--- config.mk ---
export PLATFORM = sky130hd
export DESIGN_NAME = fetch_stage
export DESIGN_NICKNAME = d
export VERILOG_FILES = /design/src/rtl/riscv_pkg.sv /design/src/rtl/pc_reg.sv /design/src/rtl/fetch_stage.sv
export SDC_FILE = /design/constraint.sdc
export NUM_CORES = 1
export LEC_CHECK = 0
export CORE_MARGIN = 4
export CORE_UTILIZATION = 65
export CTS_BUF_LIST = sky130_fd_sc_hd__clkbuf_4
export CTS_CLUSTER_DIAMETER = 80
export DETAILED_ROUTE_END_ITERATION = 7
export DONT_BUFFER_PORTS = 1
export GPL_TIMING_DRIVEN = 1
export PLACE_DENSITY = 0.89
export SETUP_SLACK_MARGIN = 0.05
export SYNTH_ARGS = -nofsm -noshare
export SYNTH_HDL_FRONTEND = slang
export SYNTH_SLANG_ARGS = --single-unit
--- constraint.sdc ---
create_clock -name clk -period 5.55 [get_ports clk]
set_input_delay 0.555 -clock clk [delete_from_list [all_inputs] [get_ports clk]]
set_output_delay 0.555 -clock clk [all_outputs]
set_load 0.01 [all_outputs]
--- src/rtl/riscv_pkg.sv ---
// Shared RISC-V core types and constants used by the fetch stage.
package riscv_pkg;

    localparam int unsigned XLEN = 32;
    localparam logic [XLEN-1:0] NOP_INSTR = 32'h0000_0013;
    localparam logic [XLEN-1:0] DEFAULT_RESET_PC = 32'h0000_0000;

    typedef enum logic {
        BOOT = 1'b0,
        RUN  = 1'b1
    } fetch_state_e;

    typedef struct packed {
        logic [XLEN-1:0] instr;
        logic [XLEN-1:0] pc;
        logic [XLEN-1:0] pc_plus4;
        logic            valid;
    } if_id_t;

endpackage

--- src/rtl/pc_reg.sv ---
// Program counter with redirect/stall/increment priority and target alignment check.
module pc_reg
    import riscv_pkg::*;
#(
    parameter int unsigned           DATA_WIDTH = XLEN,
    parameter logic [DATA_WIDTH-1:0] RESET_PC   = DEFAULT_RESET_PC
) (
    input  logic                  clk,
    input  logic                  rst_n,
    input  logic                  stall_i,
    input  logic                  redirect_i,
    input  logic [DATA_WIDTH-1:0] target_i,
    output logic [DATA_WIDTH-1:0] pc_o,
    output logic [DATA_WIDTH-1:0] pc_plus4_o,
    output logic                  misalign_o
);

    logic [DATA_WIDTH-1:0] pc_q;
    logic [DATA_WIDTH-1:0] pc_d;
    logic [DATA_WIDTH-1:0] pc_plus4;

    // Wraps modulo 2^DATA_WIDTH by construction.
    assign pc_plus4 = pc_q + DATA_WIDTH'(4);

    always_comb begin
        pc_d = pc_q;
        if (redirect_i) begin
            pc_d = {target_i[DATA_WIDTH-1:2], 2'b00};
        end else if (!stall_i) begin
            pc_d = pc_plus4;
        end
    end

    always_ff @(posedge clk) begin
        if (!rst_n) begin
            pc_q <= RESET_PC;
        end else begin
            pc_q <= pc_d;
        end
    end

    assign pc_o       = pc_q;
    assign pc_plus4_o = pc_plus4;
    assign misalign_o = redirect_i && (target_i[1:0] != 2'b00);

endmodule

--- src/rtl/fetch_stage.sv ---
// Instruction-fetch stage: PC, IF/ID register, one-cycle boot hold,
// sticky misaligned-redirect flag and fetch counter.
module fetch_stage
    import riscv_pkg::*;
#(
    parameter int unsigned           DATA_WIDTH = XLEN,
    parameter logic [DATA_WIDTH-1:0] RESET_PC   = DEFAULT_RESET_PC,
    parameter int unsigned           CNT_WIDTH  = 32
) (
    input  logic                  clk,
    input  logic                  rst_n,
    input  logic                  stall_i,
    input  logic                  redirect_i,
    input  logic [DATA_WIDTH-1:0] redirect_target_i,
    output logic [DATA_WIDTH-1:0] imem_addr_o,
    input  logic [DATA_WIDTH-1:0] imem_rdata_i,
    output logic [DATA_WIDTH-1:0] id_instr_o,
    output logic [DATA_WIDTH-1:0] id_pc_o,
    output logic [DATA_WIDTH-1:0] id_pc_plus4_o,
    output logic                  id_valid_o,
    output logic                  misalign_err_o,
    output logic [CNT_WIDTH-1:0]  fetch_count_o
);

    fetch_state_e state_q, state_d;
    logic         boot;

    logic                  stall_eff;
    logic                  redirect_eff;
    logic                  capture;
    logic [DATA_WIDTH-1:0] pc;
    logic [DATA_WIDTH-1:0] pc_plus4;
    logic                  misalign_pulse;

    if_id_t                if_id_q, if_id_d;
    logic                  misalign_q, misalign_d;
    logic [CNT_WIDTH-1:0]  cnt_q, cnt_d;

    always_ff @(posedge clk) begin
        if (!rst_n) begin
            state_q <= BOOT;
        end else begin
            state_q <= state_d;
        end
    end

    always_comb begin
        state_d = state_q;
        case (state_q)
            BOOT:    state_d = RUN;
            RUN:     state_d = RUN;
            default: state_d = BOOT;
        endcase
    end

    always_comb begin
        boot = (state_q == BOOT);
    end

    // During BOOT the pipeline is frozen: stall forced, redirect masked.
    assign stall_eff    = stall_i | boot;
    assign redirect_eff = redirect_i & ~boot;
    assign capture      = !redirect_eff && !stall_eff;

    pc_reg #(
        .DATA_WIDTH (DATA_WIDTH),
        .RESET_PC   (RESET_PC)
    ) u_pc_reg (
        .clk        (clk),
        .rst_n      (rst_n),
        .stall_i    (stall_eff),
        .redirect_i (redirect_eff),
        .target_i   (redirect_target_i),
        .pc_o       (pc),
        .pc_plus4_o (pc_plus4),
        .misalign_o (misalign_pulse)
    );

    always_comb begin
        if_id_d    = if_id_q;
        misalign_d = misalign_q | misalign_pulse;
        cnt_d      = cnt_q;
        if (redirect_eff) begin
            if_id_d.instr    = NOP_INSTR;
            if_id_d.pc       = '0;
            if_id_d.pc_plus4 = '0;
            if_id_d.valid    = 1'b0;
        end else if (capture) begin
            if_id_d.instr    = imem_rdata_i;
            if_id_d.pc       = pc;
            if_id_d.pc_plus4 = pc_plus4;
            if_id_d.valid    = 1'b1;
            cnt_d            = cnt_q + CNT_WIDTH'(1);
        end
    end

    always_ff @(posedge clk) begin
        if (!rst_n) begin
            if_id_q.instr    <= NOP_INSTR;
            if_id_q.pc       <= '0;
            if_id_q.pc_plus4 <= '0;
            if_id_q.valid    <= 1'b0;
            misalign_q       <= 1'b0;
            cnt_q            <= '0;
        end else begin
            if_id_q    <= if_id_d;
            misalign_q <= misalign_d;
            cnt_q      <= cnt_d;
        end
    end

    assign imem_addr_o    = pc;
    assign id_instr_o     = if_id_q.instr;
    assign id_pc_o        = if_id_q.pc;
    assign id_pc_plus4_o  = if_id_q.pc_plus4;
    assign id_valid_o     = if_id_q.valid;
    assign misalign_err_o = misalign_q;
    assign fetch_count_o  = cnt_q;

endmodule

==> flow_metrics.py, run 1 <==
metrics = {
    "status": {
        "status": "complete, no violations",
    },
    "synthesis": {
        "ys_async_sr_fraction_pct": 0,
        "synthFlopType": "dfxtp_1",
        "yosys_warnings": 0,
        "syn_area_um2": 6675,
        "synth.avg_cell_area_um2": 8.121,
        "netlist_instances": 822,
        "ys_types": 57,
        "seq_area_frac_synth_pct": 47.09,
        "synth-seq-cells": 157,
        "synth_edf_count": 0,
    },
    "worst_setup_path": {
        "crit_fanout": 81,
        "crit_required_ns": 5.95,
        "ff2ff_path_depth": 5,
        "reg2reg_to": "fetch_count_o[29]$_SDFFE_PN0P_",
        "worstReg2RegStart": "state_q$_DFF_P_",
        "crit_path_start_kind": "flip-flop",
        "max_stage_delay_ns": 0.90,
        "rrSetupSlack_ns": 2.57,
        "cp.arrival_ns": 3.38,
        "crit_type": "flip-flop to flip-flop",
        "cp-end-kind": "flip-flop",
        "crit_chain": "or3b_4 > nor4_2 > nand4_1 > xor2_1 > nor2_1",
        "critical_path.slowest_cell": "nor4_2",
    },
    "clock_tree": {
        "cts-root-buf": "clkbuf_4",
        "cts_buffers": 17,
        "hold_buffers": 0,
        "htree_num_levels": 4,
        "cts_buffer_depth": 2,
        "cts.repair.resized": 0,
        "cts_setup_buffers": 0,
        "cts_sinks": 157,
        "tritoncts": "done",
        "clock_latency_ns": 0.52,
        "clk_pin_slew_ns": 0.13,
    },
    "layout": {
        "final_cells": 935,
        "multi_input_area_um2": 3251,
        "syn_to_final_growth_pct": 3.580,
        "fillerInstances": 790,
        "final_util_pct": 69.77,
        "register_area_um2": 3143,
        "drive_gt1_share_pct": 5.868,
        "fin_nets": 858,
    },
    "die": {
        "num_io_pins": 230,
        "die_y_um": 109.3,
        "initial_core_util_pct": 67.36,
        "die-area_um2": 11960,
        "core_um2": 9910,
        "die_w_um": 109.3,
        "row_count": 36,
    },
    "placed_design": {
        "place_congestion": 0.9066,
        "dp.cells": 901,
        "dp_hpwl_um": 12740,
        "pre_cts_slack_ns": 2.597,
        "io_buffers": 0,
    },
    "power": {
        "swShare_pct": 27.35,
        "clockPowerShare_pct": 32.2,
        "intPower_w": 0.001427,
        "p_seq_share_pct": 61.9,
        "power.density_nw_per_um2": 284.1,
        "ir_worst_vdd_mv": 0.1660,
        "leakage_nw": 2.298,
        "combPwrFrac_pct": 5.9,
        "switching_power_w": 0.0005371,
    },
    "grt": {
        "gr-usage-all-layers_pct": 29.65,
        "grt_pass1_wl_um": 27830,
        "antenna_found_initial": 0,
        "grt_pass1_vias": 5401,
        "grt_max_degree": 82,
        "grt_remaining_overflow": 0,
    },
    "hold_path": {
        "min_path_type": "primary input to flip-flop",
        "hp-start": "imem_rdata_i[4]",
        "hold_end": "id_instr_o[4]$_SDFFE_PP1P_",
        "worstHoldPathCells": 2,
    },
    "sta": {
        "setup_tns_ns": 0,
        "finalSetupViolCount": 0,
        "tightest_slew_ns": 1.208,
        "period_share_pct": 53.65,
        "maxSlewViolCount": 0,
        "finalCriticalPeriod_ns": 2.978,
        "rsz0062_at_grt": "no",
        "fin_ws_ns": 2.572,
        "slew_headroom_pct": 19.14,
        "whs_ns": 0.1503,
        "final-hold-violation-count": 0,
        "final.setup_skew_ns": 0.01451,
        "fmax_ghz": 0.3358,
    },
    "route": {
        "dr.pass1.iters": 6,
        "ant_nets": 0,
        "drt_iter0_drc": 652,
        "via_per_inst": 6.261,
        "dr_total_vias": 5854,
        "wl_um": 18390,
        "drc": 0,
        "post_drt_wl_per_cell_um": 19.67,
    },
    "flow_run": {
        "drv_cap": 0,
    },
}
[cells in the mapped netlist (2+ instances only)]
library cell / count / area (um2)
o21a_1: 4 / 30.03
nand3_1: 23 / 115.1
nor3_1: 14 / 70.07
a22oi_1: 12 / 90.09
inv_1: 9 / 33.78
nor2b_1: 3 / 18.77
nand4_1: 23 / 143.9
xnor2_1: 17 / 148.9
buf_4: 6 / 45.04
nor2_1: 65 / 244.0
mux2i_1: 3 / 30.03
or3_1: 4 / 25.02
o21ai_0: 34 / 170.2
dfxtp_1: 157 / 3143
and2_1: 6 / 37.54
clkbuf_1: 46 / 172.7
nor4_1: 7 / 43.79
a31oi_1: 3 / 18.77
a221oi_1: 2 / 17.52
o221ai_1: 2 / 17.52
a311oi_1: 3 / 26.28
buf_1: 3 / 11.26
nor3b_1: 3 / 22.52
o22ai_1: 3 / 18.77
a21oi_1: 97 / 485.5
nand2b_1: 2 / 12.51
ha_1: 2 / 25.02
xor2_1: 38 / 332.8
a211oi_1: 12 / 90.09
and4_1: 4 / 35.03
buf_2: 10 / 50.05
and3_1: 10 / 62.56
nand2_1: 169 / 634.4
or4_1: 2 / 15.01
o31ai_1: 2 / 15.01
[cells in the final DEF, fill, tap and decap left out, types with 3 or more instances in the layout]
cell	Yosys	final
and2_1	6	6
xnor2_1	17	17
xor2_1	38	38
clkinv_1	1	3
nor2b_1	3	3
mux2i_1	3	3
clkinvlp_4	0	4
o22ai_1	3	3
nor3_1	14	14
nand3_1	23	23
inv_1	9	9
nand4_1	23	23
nand2_1	169	168
conb_1	1	6
and3_1	10	10
a311oi_1	3	3
a211oi_1	12	12
a22oi_1	12	12
and4_1	4	4
clkbuf_4	0	19
a31oi_1	3	3
nor2_1	65	65
clkinv_4	0	3
nor4_1	7	6
o21a_1	4	4
a21oi_1	97	97
dfxtp_1	157	157
buf_4	6	6
or3_1	4	4
o21ai_0	34	34
[logic make-up after synthesis]
family                   count (synthesis)  share of synthesized area (%)
AO/OA/AOI/OAI                          183                          15.84
XOR/XNOR                                55                          7.216
adder cells (fa/ha/maj)                  2                         0.3748
buffers and inverters                   75                          4.742
flip-flops                             157                          47.09
multiplexers                             3                         0.4499
other                                    1                        0.05618
AND/OR/NAND/NOR                        346                          24.24
[power by group through the flow]
stage | Sequential (W) | Combinational, W | Clock [W]
6_report | 0.00121 | 0.000117 | 0.000632
5_1_grt | 0.00122 | 0.000130 | 0.000693
4_1_cts | 0.00121 | 0.000114 | 0.000639
3_5_place_dp | 0.00124 | 0.000113 | 0
3_3_place_gp | 0.00124 | 0.000108 | 0
2_1_floorplan | 0.00122 | 0.000105 | 0
[sequential cells by signal, summed over array words and instances, names as in the netlist]
name / count
fetch_count_o: 32
id_instr_o: 32
id_pc_o: 30
id_pc_plus4_o: 30
id_valid_o: 1
misalign_err_o: 1
state_q: 1
u_pc_reg.pc_o: 30
[layer usage]
metal	GRT usage, %	wire length [um]	up-vias
met5	0	0	-
met4	11.75	542	0
met3	12.10	2447	59
met2	47.52	8563	352
met1	35.52	6833	2703
li1	-	-	2740
[how the worst max path moves through the flow]
stage,from,end,slack (ns),cells after the start
after global routing,state_q$_DFF_P_,fetch_count_o[29]$_SDFFE_PN0P_,2.43,5
after floorplan,u_pc_reg.pc_o[2]$_SDFFE_PN0P_,id_pc_plus4_o[20]$_SDFFE_PP0P_,3.39,6
after CTS,state_q$_DFF_P_,fetch_count_o[29]$_SDFFE_PN0P_,2.59,5
after detailed placement,state_q$_DFF_P_,fetch_count_o[29]$_SDFFE_PN0P_,2.60,5
final,state_q$_DFF_P_,fetch_count_o[29]$_SDFFE_PN0P_,2.57,5
after global placement,state_q$_DFF_P_,fetch_count_o[29]$_SDFFE_PN0P_,2.80,5
[worst max-delay path: cells and delay by family (launching register included)]
kind / cells / cell delay, ns
flops: 1 / 0.68
simple gates: 4 / 1.97
xor+xnor: 1 / 0.21
[area by class of cell]
cell class	instances	area share, %
clock buffers	19	2.063
multi-input cells	595	47.01
repair buffers	7	0.7962
flip-flops and latches	157	45.46
diodes	1	0.03619
clock inverters	13	1.683
inverters	10	0.5429
well taps	133	2.407
[metrics by stage]
step           total power [W]  instance area (um2)
6_report              0.001964                 6914
5_1_grt               0.002041                 6912
4_1_cts               0.001967                 6902
3_5_place_dp          0.001352                 6643
3_3_place_gp          0.001344                 6643
2_1_floorplan         0.001321                 6694
Power figures use the tool's default switching activity.
==> inputs of run 2 (changes only) <==
CORE_UTILIZATION = 59   (was 65)
PLACE_DENSITY = 0.86   (was 0.89)
clock period = 2.7 ns   (was 5.55 ns; I/O delays follow)
==> run 2 against run 1 <==
- first-iteration DRC count down 1.2%
- maximum frequency increased by 26%
- combinational power increased to 3.5 times the previous value
- cell count is 11% higher
- cell area rose by 14%
- power up 120%
- critical endpoint is now u_pc_reg.pc_o[22]$_SDFFE_PN0P_
- critical path type unchanged
- flip-flop and latch count is the same
- setup slack worse by 2.2 ns
- sequential power increased by 100%
- clock power up 130%
- die area rose by 9.4%
==> flow_metrics.py, run 2 (same netlist as run 1, synthesis figures left out) <==
metrics = {
    "status": {
        "status": "complete, no violations",
    },
    "placed_design": {
        "dp_hpwl_um": 13570,
        "io_buffers": 0,
        "pre_cts_slack_ns": 0.4517,
        "place_congestion": 0.8739,
    },
    "worst_setup_path": {
        "cp.depth": 7,
        "cp.arrival_ns": 2.86,
        "ff2ff_path_depth": 7,
        "critical_path.slowest_cell": "dlygate4sd3_1",
        "crit_path_start_kind": "flip-flop",
        "crit_fanout": 7,
        "crit_chain": "ha_1 > nand3_1 > nor3_1 > nand3_1 > mux2i_1 > a31oi_1 > dlygate4sd3_1",
        "crit_type": "flip-flop to flip-flop",
        "crit_required_ns": 3.19,
        "critPathBufInv": 1,
        "cp_common_cell": "nand3_1",
        "critPathTopFamily": "simple AND/OR/NAND/NOR gates",
        "max_stage_delay_ns": 0.58,
        "startpoint": "u_pc_reg.pc_o[3]$_SDFFE_PN0P_",
        "worstReg2RegStart": "u_pc_reg.pc_o[3]$_SDFFE_PN0P_",
        "rrSetupSlack_ns": 0.33,
        "cp-end-kind": "flip-flop",
    },
    "grt": {
        "antenna_found_initial": 0,
        "grt_pass1_vias": 6290,
        "grt_remaining_overflow": 0,
        "grt_max_degree": 97,
        "grt_pass1_wl_um": 32660,
        "gr-usage-all-layers_pct": 31.51,
    },
    "sta": {
        "whs_ns": 0.03284,
        "tightest_slew_ns": 1.152,
        "rsz0062_at_grt": "no",
        "finalCriticalPeriod_ns": 2.369,
        "final.setup_skew_ns": 0.02342,
        "slew_headroom_pct": 22.70,
        "maxSlewViolCount": 0,
        "final-hold-violation-count": 0,
        "finalSetupViolCount": 0,
        "period_share_pct": 87.74,
        "fin_ws_ns": 0.3309,
        "fmax_ghz": 0.4221,
        "setup_tns_ns": 0,
    },
    "die": {
        "die_w_um": 114.4,
        "core_um2": 10940,
        "initial_core_util_pct": 61.04,
        "die-area_um2": 13080,
        "num_io_pins": 230,
        "die_y_um": 114.4,
        "row_count": 38,
    },
    "route": {
        "dr.pass1.iters": 5,
        "drt_iter0_drc": 644,
        "wl_um": 20880,
        "via_per_inst": 6.158,
        "post_drt_wl_per_cell_um": 20.08,
        "ant_nets": 0,
        "drc": 0,
        "dr_total_vias": 6404,
    },
    "hold_path": {
        "min_path_type": "primary input to flip-flop",
        "hp-start": "stall_i",
        "worstHoldPathCells": 4,
    },
    "flow_run": {
        "drv_cap": 0,
    },
    "clock_tree": {
        "clock_latency_ns": 0.58,
        "cts_sinks": 157,
        "tritoncts": "done",
        "cts-root-buf": "clkbuf_4",
        "clk_pin_slew_ns": 0.15,
        "htree_num_levels": 4,
        "cts_buffers": 17,
        "cts_buffer_depth": 2,
    },
    "layout": {
        "final_cell_mix": "nand2_1, dfxtp_1, a21oi_1, dlygate4sd3_1, nor2_1",
        "syn_to_final_growth_pct": 18.33,
        "final_common_cell": "nand2_1",
        "drive_gt1_share_pct": 8.444,
        "fin_nets": 957,
        "diodes": 0,
    },
    "power": {
        "leakage_nw": 2.760,
        "ir_worst_vdd_mv": 0.3728,
        "total_power_w": 0.004335,
        "power.density_nw_per_um2": 548.8,
    },
}
[run 2: changes by cell type in the layout (fill, tap and decap cells not counted)]
| cell | delta |
|---|---|
| buf_4 | +26 |
| dlygate4sd3_1 | +71 |
| clkinv_4 | +1 |
| clkinv_2 | -1 |
| bufinv_16 | +1 |
| buf_12 | +2 |
| inv_6 | +2 |
| diode_2 | -1 |
| clkbuf_4 | -2 |
| clkinv_1 | -1 |
[run 2: final timing paths]
kind / to
worst max-delay path: u_pc_reg.pc_o[22]$_SDFFE_PN0P_
worst min-delay path: u_pc_reg.pc_o[5]$_SDFFE_PN0P_
worst max register to register: u_pc_reg.pc_o[22]$_SDFFE_PN0P_
worst min register to register: id_instr_o[3]$_SDFFE_PP0P_
[run 2: what timing repair did]
action	in CTS	in global routing
hold endpoints to repair	69	0
setup buffers	0	2
resized for setup	0	0
endpoints found under the setup margin	0	1
hold buffers	72	0
[run 2: per-layer routing]
layer	up-vias	part of all wire [%]	track usage (%)
li1	2944	-	-
met1	3032	39	38.30
met2	376	48	50.59
met3	52	11	10.78
met4	0	2.8	14.17
met5	-	0	0
[run 2: cell type report]
class	instances	area [um2]
flip-flops and latches	157	3143
repair buffers	106	1001
clock buffers	17	127.6
clock inverters	15	163.9
well taps	140	175.2
fillers	857	3037
inverters	10	37.54
multi-input cells	595	3251
[run 2: metrics by stage]
step                      instances  area [um2]  utilization [%]
after detailed placement        934        6872            62.84
after CTS                      1038        7884            72.09
after global routing           1040        7899            72.23
after floorplan                 827        6694                -
final                          1040        7899            72.23
after global placement          934        6872            62.84
[run 2: where the power goes]
part	internal, W	total (W)	switching (W)
registers	0.00238	0.00246	0.0000861
logic	0.000173	0.000406	0.000233
clock network	0.000561	0.00147	0.000907
total	0.00311	0.00434	0.00123
[run 2: worst min-delay path, cell delays in order]
cell and delay (ns):
nor2_1 0.02, o21ai_0 0.13, a22oi_1 0.09, nor2_1 0.07
